## src/rtl/id_exe_stage_reg.sv

```systemverilog
// ID/EXE pipeline register for the 5-stage ARM core: captures decoded fields,
// handles freeze/flush/bubble, tracks instruction validity and counts bubbles.
module id_exe_stage_reg #(
    parameter int WORD_LEN        = 32,
    parameter int REG_ADDRESS_LEN = 4,
    parameter int EXE_CMD_LEN     = 4
) (
    input  logic                       clk,
    input  logic                       rst,
    input  logic                       freeze,
    input  logic                       flush,
    input  logic                       bubble,
    input  logic                       ID_valid,
    input  logic [WORD_LEN-1:0]        ID_pc,
    input  logic [WORD_LEN-1:0]        ID_val_rn,
    input  logic [WORD_LEN-1:0]        ID_val_rm,
    input  logic [REG_ADDRESS_LEN-1:0] ID_src1,
    input  logic [REG_ADDRESS_LEN-1:0] ID_src2,
    input  logic [REG_ADDRESS_LEN-1:0] ID_dst,
    input  logic [EXE_CMD_LEN-1:0]     ID_exe_cmd,
    input  logic                       ID_mem_r_en,
    input  logic                       ID_mem_w_en,
    input  logic                       ID_wb_en,
    input  logic                       ID_b,
    input  logic                       ID_s,
    input  logic                       ID_imm,
    input  logic [11:0]                ID_shift_operand,
    input  logic [23:0]                ID_signed_imm_24,
    input  logic [3:0]                 ID_status,
    output logic                       EXE_valid,
    output logic [WORD_LEN-1:0]        EXE_pc,
    output logic [WORD_LEN-1:0]        EXE_val_rn,
    output logic [WORD_LEN-1:0]        EXE_val_rm,
    output logic [REG_ADDRESS_LEN-1:0] EXE_src1,
    output logic [REG_ADDRESS_LEN-1:0] EXE_src2,
    output logic [REG_ADDRESS_LEN-1:0] EXE_dst,
    output logic [EXE_CMD_LEN-1:0]     EXE_exe_cmd,
    output logic                       EXE_mem_r_en,
    output logic                       EXE_mem_w_en,
    output logic                       EXE_wb_en,
    output logic                       EXE_b,
    output logic                       EXE_s,
    output logic                       EXE_imm,
    output logic [11:0]                EXE_shift_operand,
    output logic [23:0]                EXE_signed_imm_24,
    output logic [3:0]                 EXE_status,
    output logic                       EXE_two_src,
    output logic [7:0]                 bubble_count
);

    // A flush or bubble kills the slot; freeze only matters when nothing kills it.
    logic kill;
    logic load_data;

    assign kill      = flush | bubble;
    assign load_data = kill | ~freeze;

    // Data and address fields: loaded whenever the register is not frozen.
    // NOTE: non-blocking assignments keep every register sampling pre-edge values.
    always_ff @(posedge clk or negedge rst) begin
        if (!rst) begin
            EXE_pc            <= '0;
            EXE_val_rn        <= '0;
            EXE_val_rm        <= '0;
            EXE_src1          <= '0;
            EXE_src2          <= '0;
            EXE_dst           <= '0;
            EXE_exe_cmd       <= '0;
            EXE_imm           <= 1'b0;
            EXE_shift_operand <= '0;
            EXE_signed_imm_24 <= '0;
            EXE_status        <= '0;
            EXE_two_src       <= 1'b0;
        end else if (load_data) begin
            EXE_pc            <= ID_pc;
            EXE_val_rn        <= ID_val_rn;
            EXE_val_rm        <= ID_val_rm;
            EXE_src1          <= ID_src1;
            EXE_src2          <= ID_src2;
            EXE_dst           <= ID_dst;
            EXE_exe_cmd       <= ID_exe_cmd;
            EXE_imm           <= ID_imm;
            EXE_shift_operand <= ID_shift_operand;
            EXE_signed_imm_24 <= ID_signed_imm_24;
            EXE_status        <= ID_status;
            EXE_two_src       <= ~ID_imm | ID_mem_w_en;
        end
    end

    // Control enables are gated by validity so a dead slot can never write back.
    always_ff @(posedge clk or negedge rst) begin
        if (!rst) begin
            EXE_valid    <= 1'b0;
            EXE_mem_r_en <= 1'b0;
            EXE_mem_w_en <= 1'b0;
            EXE_wb_en    <= 1'b0;
            EXE_b        <= 1'b0;
            EXE_s        <= 1'b0;
        end else if (kill) begin
            EXE_valid    <= 1'b0;
            EXE_mem_r_en <= 1'b0;
            EXE_mem_w_en <= 1'b0;
            EXE_wb_en    <= 1'b0;
            EXE_b        <= 1'b0;
            EXE_s        <= 1'b0;
        end else if (!freeze) begin
            EXE_valid    <= ID_valid;
            EXE_mem_r_en <= ID_mem_r_en & ID_valid;
            EXE_mem_w_en <= ID_mem_w_en & ID_valid;
            EXE_wb_en    <= ID_wb_en & ID_valid;
            EXE_b        <= ID_b & ID_valid;
            EXE_s        <= ID_s & ID_valid;
        end
    end

    // Saturating perf counter: one count per killed slot, never wraps.
    always_ff @(posedge clk or negedge rst) begin
        if (!rst) begin
            bubble_count <= '0;
        end else if (kill && bubble_count != 8'hFF) begin
            bubble_count <= bubble_count + 8'd1;
        end
    end

endmodule

```

## config.mk

```make
export PLATFORM = sky130hd
export DESIGN_NAME = id_exe_stage_reg
export DESIGN_NICKNAME = d
export VERILOG_FILES = /design/src/rtl/id_exe_stage_reg.sv
export SDC_FILE = /design/constraint.sdc
export NUM_CORES = 1
export LEC_CHECK = 0
export CELL_PAD_IN_SITES_DETAIL_PLACEMENT = 0
export CELL_PAD_IN_SITES_GLOBAL_PLACEMENT = 1
export CORE_MARGIN = 2
export CORE_UTILIZATION = 30
export DETAILED_ROUTE_END_ITERATION = 16
export DONT_BUFFER_PORTS = 1
export GPL_TIMING_DRIVEN = 1
export PLACE_DENSITY = 0.49
export RECOVER_POWER = 25
export SYNTH_ARGS = -nofsm -noshare
export SYNTH_HDL_FRONTEND = slang
export SYNTH_SLANG_ARGS = --single-unit
```

## constraint.sdc

```tcl
create_clock -name clk -period 1.9 [get_ports clk]
set_input_delay 0.38 -clock clk [delete_from_list [all_inputs] [get_ports clk]]
set_output_delay 0.38 -clock clk [all_outputs]
set_load 0.05 [all_outputs]
```

==> impl_metrics.json, run 1 <==
{
  "run_status": "finished with violations",
  "violations": "negative hold slack",
  "p_sw_mw": 3.232,
  "avgRoutedWirePerCell_um": 21.08,
  "clock_sinks": 168,
  "synth.avg_cell_area_um2": 18.05,
  "power.leakage_nw": 3.299,
  "cp_cell_sequence": "ha_1, nand3_1, o21ai_1, mux2_2",
  "reg2reg_from": "bubble_count[1]",
  "finClkSkew_ns": 0.002588,
  "io_pins": 332,
  "multiInputGateArea_um2": 2307,
  "holdCritPathClass": "input pin to asynchronous set/reset pin",
  "critPathKind": "register to register",
  "swShare_pct": 33.96,
  "drc": 0,
  "setup_tns_ns": 0,
  "netlist_instances": 375,
  "clockPowerShare_pct": 35.7,
  "maxSlewViolCount": 0,
  "syn_nets": 540,
  "max-cap-violations": 0,
  "hold_viol": 168,
  "cp.arrival_ns": 1.81,
  "overflow": 0,
  "hold_ws_ns": -0.3429,
  "synth_cell_types": 27,
  "nets": 555,
  "gp_congestion": 0.7033,
  "yosys.area.top_type_share_pct": 62.12,
  "timing.critical_path.buf_inv": 0,
  "period_needed_ns": 1.502,
  "n_fill_cell": 2050,
  "reg2reg_slack_ns": 0.40,
  "fin_cells": 683,
  "path_delay_family": "flip-flops",
  "cts_buffers": 17,
  "rsz0062_at_grt": "no",
  "finalInstanceArea_um2": 7605,
  "crit_fanout": 6,
  "seqPwrFrac_pct": 52.4,
  "ant_nets": 0,
  "reg2reg_depth": 4,
  "rr_endpoint": "bubble_count[1]",
  "clk_pin_slew_ns": 0.07,
  "cp-end-kind": "register",
  "antenna_found_initial": 1,
  "p_int_mw": 6.286,
  "die_x_um": 154.2,
  "vias_per_cell": 4.767,
  "die_area_um2": 23780,
  "combPwrFrac_pct": 11.9,
  "cp_slowest_cell": "dfrtp_1",
  "cts_resized": 0,
  "synth.ff_latch_count": 168,
  "max_slew_margin_pct": 63.10,
  "ys.flop_type": "dfrtp_1",
  "power_density_nw_per_um2": 1251,
  "setup_viol": 0,
  "crit_path_max_incr_delay_ns": 0.36,
  "tightest_slew_ns": 0.5535,
  "io_buffers": 0,
  "clock.fmax_mhz": 665.6,
  "n_antenna_cell": 0,
  "coreArea_um2": 21960,
  "root_buffer": "clkbuf_16",
  "drive_gt1_share_pct": 50.12,
  "clock_latency_ns": 0.42,
  "grt_max_degree": 169,
  "ys_top_cells_by_area": "dfrtp_1, mux2_4, mux2_2",
  "dpl-instance-area_um2": 7024,
  "seq_area_um2": 4204,
  "cts_tree": "done",
  "async_reset_ff_share_pct": 100.0,
  "vias": 3256,
  "grt_first_pass_wirelength_um": 21880,
  "rows": 54,
  "synth_area_um2": 6768,
  "grt_pass1_vias": 3493,
  "final_cell_mix": "dfrtp_1, mux2_4, mux2_2",
  "synth-edff-count": 0,
  "post-route-period-util_pct": 79.08,
  "first_pass_iters": 4,
  "cp.depth": 4,
  "dieHeight_um": 154.2,
  "initial_core_util_pct": 30.82,
  "placed_cells": 651,
  "ys_seq_area_share_pct": 62.12,
  "layout_commonest_cell": "dfrtp_1",
  "start_kind": "register",
  "ctsHtreeMaxLevel": 4,
  "irDropWorstVdd_v": 0.0009936,
  "drt_wl_total_um": 14400,
  "clock_path_buffers": 2,
  "finalPower_mw": 9.517,
  "yosys.area.top_type": "dfrtp_1",
  "grt_usage_pct": 11.98,
  "post-cts-setup-buffer-count": 0,
  "first_iter_violations": 132,
  "required_ns": 2.21,
  "ys_warn_count": 0,
  "place_hpwl_um": 10110,
  "area_delta_synth_final_pct": 12.37
}
-- worst max path at each step --
| stage | endpoint | from | slack [ns] |
|---|---|---|---|
| floorplan | bubble_count[1] | bubble_count[0] | 0.11 |
| global placement | EXE_pc[30] | bubble | 0.28 |
| detailed placement | EXE_status[3] | bubble | 0.26 |
| CTS | EXE_pc[15] | EXE_pc[15] | 0.38 |
| global route | bubble_count[1] | bubble_count[0] | 0.29 |
| finish | bubble_count[1] | bubble_count[1] | 0.40 |
-- cell usage after synthesis, types with 2 or more instances --
master,number
dfrtp_1,168
mux2_4,82
mux2_2,73
buf_12,9
buf_4,7
a22o_1,5
xnor2_1,4
a21oi_1,3
buf_6,2
inv_1,2
nand4_1,2
nor3b_2,2
o21a_1,2
-- power by group through the flow --
stage / registers [mW] / clock network [mW] / logic [mW]
finish: 4.99 / 3.40 / 1.13
global route: 5.03 / 3.67 / 1.21
CTS: 5.00 / 3.53 / 1.14
detailed placement: 5.06 / 0 / 1.14
global placement: 5.07 / 0 / 1.11
floorplan: 5.31 / 0 / 0.591
-- logic make-up after synthesis --
family | synth area share (%)
XOR/XNOR | 0.5176
flip-flops | 62.12
AO/OA/AOI/OAI | 1.886
buffers and inverters | 3.882
adder cells (fa/ha/maj) | 0.1848
multiplexers | 30.34
AND/OR/NAND/NOR | 1.072
-- state kept, by name, summed over array words and instances, names as in the netlist, 4 cells and up --
name               count
EXE_exe_cmd            4
EXE_signed_imm_24     24
EXE_src2               4
EXE_dst                4
EXE_src1               4
EXE_val_rn            32
EXE_status             4
EXE_val_rm            32
bubble_count           8
EXE_shift_operand     12
EXE_pc                32
-- layer usage --
metal	track usage (%)	part of all wire (%)	vias to the layer above
met5	0	0.090	-
met4	4.628	2.1	2
met3	6.500	12	21
met2	19.60	49	212
met1	13.09	36	1668
li1	-	-	1353
-- per-stage QoR --
stage / util [%] / setup slack (ns)
floorplan: - / 0.1099
global placement: 31.99 / 0.2828
detailed placement: 31.99 / 0.2578
CTS: 34.63 / 0.3795
global route: 34.63 / 0.2880
finish: 34.63 / 0.3975
-- layout make-up --
class	count	area share, %
Sequential cell	168	55.28
Inverter	2	0.09872
Clock buffer	19	5.824
Multi-Input combinational cell	187	30.34
Tap cell	280	4.607
Clock inverter	13	1.810
Timing Repair Buffer	14	2.040
Power figures use the tool's default switching activity.
==> inputs of run 2 (changes only) <==
==> constraint.sdc (replaced) <==
create_clock -name clk -period 1.5 [get_ports clk]
set_input_delay 0.3 -clock clk [delete_from_list [all_inputs] [get_ports clk]]
set_output_delay 0.3 -clock clk [all_outputs]
set_load 0.05 [all_outputs]
==> impl_metrics.json, run 2 (same netlist as run 1, synthesis figures left out) <==
{
  "cts_tree": "done",
  "io_buffers": 0,
  "power_density_nw_per_um2": 1531,
  "finalInstanceArea_um2": 7919,
  "finClkSkew_ns": 0.009353,
  "highest-signal-layer": "met4",
  "required_ns": 1.20,
  "p_int_mw": 7.937,
  "clock.fmax_mhz": 705.2,
  "holdCritPathClass": "input pin to asynchronous set/reset pin",
  "setup_viol": 0,
  "avgRoutedWirePerCell_um": 21.12,
  "io_pins": 332,
  "wirelength_met1_um": 5411,
  "clock_path_buffers": 2,
  "first_pass_iters": 4,
  "run_status": "finished with violations",
  "n_antenna_cell": 0,
  "vias_per_cell": 4.634,
  "layout_commonest_cell": "dfrtp_1",
  "n_fill_cell": 2041,
  "rsz0062_at_grt": "no",
  "area_delta_synth_final_pct": 17.01,
  "wl_met2_um": 7378,
  "reg.largest.list": "EXE_pc x32, EXE_val_rm x32, EXE_val_rn x32",
  "cp.arrival_ns": 1.12,
  "initial_core_util_pct": 30.82,
  "place_hpwl_um": 10600,
  "rr_endpoint": "bubble_count[1]",
  "period_needed_ns": 1.418,
  "reg2reg_from": "bubble_count[0]",
  "ant_nets": 0,
  "power.leakage_nw": 3.418,
  "seq_area_um2": 4213,
  "clock_sinks": 168,
  "start_kind": "register",
  "irDropWorstVdd_v": 0.0005550,
  "die_area_um2": 23780,
  "combPwrFrac_pct": 12.5,
  "clk_pin_slew_ns": 0.07,
  "grt_pass1_vias": 3706,
  "cts_buffers": 17,
  "overflow": 0,
  "drt_wl_total_um": 15060,
  "max-cap-violations": 0,
  "post-route-period-util_pct": 94.54,
  "swShare_pct": 34.55,
  "vias": 3304,
  "tightest_slew_ns": 0.5628,
  "dpl-instance-area_um2": 7112,
  "root_buffer": "clkbuf_16",
  "p_sw_mw": 4.190,
  "first_iter_violations": 147,
  "hold_viol": 168,
  "gp_congestion": 0.7477,
  "max_slew_margin_pct": 62.48,
  "reg2reg_slack_ns": 0.16,
  "seqPwrFrac_pct": 52.7,
  "clockPowerShare_pct": 34.8,
  "ctsHtreeMaxLevel": 4,
  "setup_tns_ns": 0,
  "grt_max_degree": 169,
  "drive_gt1_share_pct": 50.35,
  "hold_ws_ns": -0.4283,
  "nets": 585,
  "rows": 54,
  "clock_latency_ns": 0.42,
  "drc": 0,
  "grt_usage_pct": 12.74,
  "dieHeight_um": 154.2,
  "violations": "negative hold slack",
  "final_cell_mix": "dfrtp_1, mux2_4, mux2_2",
  "critPathKind": "register to output port",
  "wl_met3_um": 2066,
  "multiInputGateArea_um2": 2328,
  "post-cts-setup-buffer-count": 0,
  "grt_first_pass_wirelength_um": 23000,
  "antenna_found_initial": 0,
  "crit_fanout": 2,
  "cp-end-kind": "output port",
  "reg2reg_depth": 4,
  "die_x_um": 154.2,
  "coreArea_um2": 21960,
  "maxSlewViolCount": 0
}
-- run 2: changes by cell type in the layout (fill, tap and decap cells not counted), sizes merged --
cell	delta
dlygate4sd3	+24
buf	+6
bufinv	-1
clkbuf	+1
clkinvlp	+1
inv	-1
-- run 2: repair_timing --
| action | in CTS | in global routing |
|---|---|---|
| gates resized for setup | 0 | 0 |
| hold buffers | 21 | 3 |
| hold endpoints to repair | 189 | 171 |
-- run 2: power groups by stage --
stage | clock (mW) | sequential [mW] | combinational (mW)
floorplan | 0 | 6.77 | 0.772
detailed placement | 0 | 6.48 | 1.48
finish | 4.22 | 6.39 | 1.52
global route | 4.58 | 6.44 | 1.62
CTS | 4.36 | 6.40 | 1.53
global placement | 0 | 6.49 | 1.45
-- run 2: cell type report --
| type | instances | share of cell area [%] |
|---|---|---|
| Sequential cell | 168 | 53.20 |
| Multi-Input combinational cell | 187 | 29.40 |
| Clock buffer | 20 | 5.767 |
| Timing Repair Buffer | 44 | 5.720 |
| Tap cell | 280 | 4.424 |
| Clock inverter | 12 | 1.390 |
| Inverter | 2 | 0.09480 |
-- run 2: stage by stage --
step,cells,hold slack (ns),setup WS (ns),util [%],power (mW)
6_report,713,-0.4283,0.08189,36.06,12.13
5_1_grt,713,-0.4629,0.03319,36.06,12.64
4_1_cts,710,-0.4572,0.04652,35.93,12.28
3_5_place_dp,657,0.008417,0.02785,32.39,7.959
3_3_place_gp,657,0.008656,0.04399,32.39,7.945
2_1_floorplan,375,0.004409,0.006767,-,7.539
-- run 2: per-layer routing --
metal / up-vias / track usage [%]
met5: - / 0
met4: 0 / 4.317
met3: 13 / 7.145
met2: 233 / 21.27
met1: 1647 / 13.65
li1: 1411 / -
-- run 2: worst max-delay path by stage --
stage                               start              endpoint  slack, ns  cells past startpoint
after CTS                      EXE_dst[3]            EXE_dst[3]       0.05                      0
final                          EXE_dst[3]            EXE_dst[3]       0.08                      0
after detailed placement           bubble  EXE_shift_operand[9]       0.03                      4
after floorplan           bubble_count[0]       bubble_count[1]      0.007                      4
after global placement             bubble         EXE_val_rm[2]       0.04                      4
after global routing           EXE_dst[3]            EXE_dst[3]       0.03                      0
==> inputs of run 3 (changes only) <==
--- a/config.mk
+++ b/config.mk
@@ -7,12 +7,12 @@
 export LEC_CHECK = 0
 export CELL_PAD_IN_SITES_DETAIL_PLACEMENT = 0
 export CELL_PAD_IN_SITES_GLOBAL_PLACEMENT = 1
-export CORE_MARGIN = 2
-export CORE_UTILIZATION = 30
+export CORE_AREA = 2 2 129 131
 export DETAILED_ROUTE_END_ITERATION = 16
+export DIE_AREA = 0 0 131 133
 export DONT_BUFFER_PORTS = 1
 export GPL_TIMING_DRIVEN = 1
-export PLACE_DENSITY = 0.49
+export PLACE_DENSITY = 0.66
 export RECOVER_POWER = 25
 export SYNTH_ARGS = -nofsm -noshare
 export SYNTH_HDL_FRONTEND = slang
==> impl_metrics.json, run 3 (same netlist as run 1, synthesis figures left out) <==
{
  "root_buffer": "clkbuf_16",
  "clock_latency_ns": 0.42,
  "overflow": 0,
  "violations": "negative hold slack",
  "cts_buffers": 17,
  "cp-end-kind": "output port",
  "grt_first_pass_wirelength_um": 20800,
  "place_hpwl_um": 10230,
  "area_delta_synth_final_pct": 13.61,
  "tightest_slew_ns": 0.5586,
  "drc": 0,
  "drt_wl_total_um": 14330,
  "n_antenna_cell": 0,
  "dieHeight_um": 133,
  "hold_viol": 168,
  "io_buffers": 0,
  "required_ns": 1.20,
  "period_needed_ns": 1.410,
  "grt_usage_pct": 15.91,
  "hold_ws_ns": -0.4330,
  "setup_viol": 0,
  "coreArea_um2": 16170,
  "drive_gt1_share_pct": 52.78,
  "fin_cells": 633,
  "setup_tns_ns": 0,
  "ant_nets": 0,
  "final_cell_mix": "dfrtp_1, mux2_4, mux2_2",
  "power.leakage_nw": 3.354,
  "post-route-period-util_pct": 94.01,
  "max-cap-violations": 0,
  "vias": 3252,
  "grt_pass1_vias": 3619,
  "nets": 565,
  "clk_pin_slew_ns": 0.07,
  "finClkSkew_ns": 0.004260,
  "run_status": "finished with violations",
  "layout_commonest_cell": "dfrtp_1",
  "placed_cells": 597,
  "cts_resized": 0,
  "cp.arrival_ns": 1.11,
  "n_fill_cell": 1367,
  "avgRoutedWirePerCell_um": 22.63,
  "first_iter_violations": 92,
  "critPathKind": "register to output port",
  "reg2reg_slack_ns": 0.17,
  "rsz0062_at_grt": "no",
  "first_pass_iters": 4,
  "holdCritPathClass": "input pin to asynchronous set/reset pin",
  "holdBufCountCts": 4,
  "clock.fmax_mhz": 709.1,
  "initial_core_util_pct": 41.85,
  "start_kind": "register",
  "rr_endpoint": "bubble_count[5]",
  "crit_fanout": 2,
  "grt_max_degree": 169,
  "gp_congestion": 0.7786,
  "reg.largest.list": "EXE_pc x32, EXE_val_rm x32, EXE_val_rn x32",
  "max_slew_margin_pct": 62.76,
  "irDropWorstVdd_v": 0.0007270,
  "clock_path_buffers": 2,
  "power_density_nw_per_um2": 1613,
  "cts_tree": "done",
  "rows": 47,
  "maxSlewViolCount": 0,
  "die_x_um": 131,
  "io_pins": 332,
  "ctsHtreeMaxLevel": 4,
  "die_area_um2": 17420,
  "vias_per_cell": 5.137,
  "clock_sinks": 168,
  "reg2reg_depth": 4,
  "antenna_found_initial": 0,
  "post-cts-setup-buffer-count": 0,
  "reg2reg_from": "bubble_count[0]"
}
==> run 3: final cells by class <==
type | count | area, µm² | area share (%)
inverters | 2 | 7.507 | 0.09764
clock buffers | 19 | 442.9 | 5.761
flip-flops and latches | 168 | 4213 | 54.79
multi-input cells | 187 | 2328 | 30.28
clock inverters | 13 | 168.9 | 2.197
repair buffers | 24 | 252.7 | 3.287
well taps | 220 | 275.3 | 3.580
==> run 3: report_power, final <==
part           leakage [nW]  switching [mW]  internal, mW
Clock                 0.292            1.85          2.69
Sequential             1.96            1.44          4.94
Combinational          1.10           0.790         0.703
Total                  3.35            4.08          8.33
==> run 3: worst max-delay path by stage <==
| stage | startpoint | endpoint | cells past startpoint |
|---|---|---|---|
| CTS | EXE_src2[1] | EXE_src2[1] | 0 |
| global placement | bubble | EXE_signed_imm_24[21] | 4 |
| global route | EXE_src2[1] | EXE_src2[1] | 0 |
| detailed placement | bubble | EXE_pc[13] | 4 |
| finish | EXE_src2[1] | EXE_src2[1] | 0 |
| floorplan | bubble_count[0] | bubble_count[1] | 4 |
==> run 3: per-stage QoR <==
stage | instance area [µm²] | total power [mW] | hold WS [ns] | worst slack [ns] | util, %
detailed placement | 7037 | 7.957 | 0.006521 | 0.03536 | 43.51
floorplan | 6798 | 7.539 | 0.004409 | 0.006767 | -
finish | 7689 | 12.41 | -0.4330 | 0.08981 | 47.54
global route | 7689 | 12.85 | -0.4549 | 0.05776 | 47.54
global placement | 7037 | 7.902 | 0.007320 | 0.06760 | 43.51
CTS | 7689 | 12.53 | -0.4511 | 0.06688 | 47.54
==> run 3: metal layers <==
metal,GRT usage (%),routed length [µm],vias up
li1,-,-,1376
met3,6.753,1709,22
met1,17.83,5237,1655
met5,0,0,-
met4,7.447,336,0
met2,26.02,7044,199
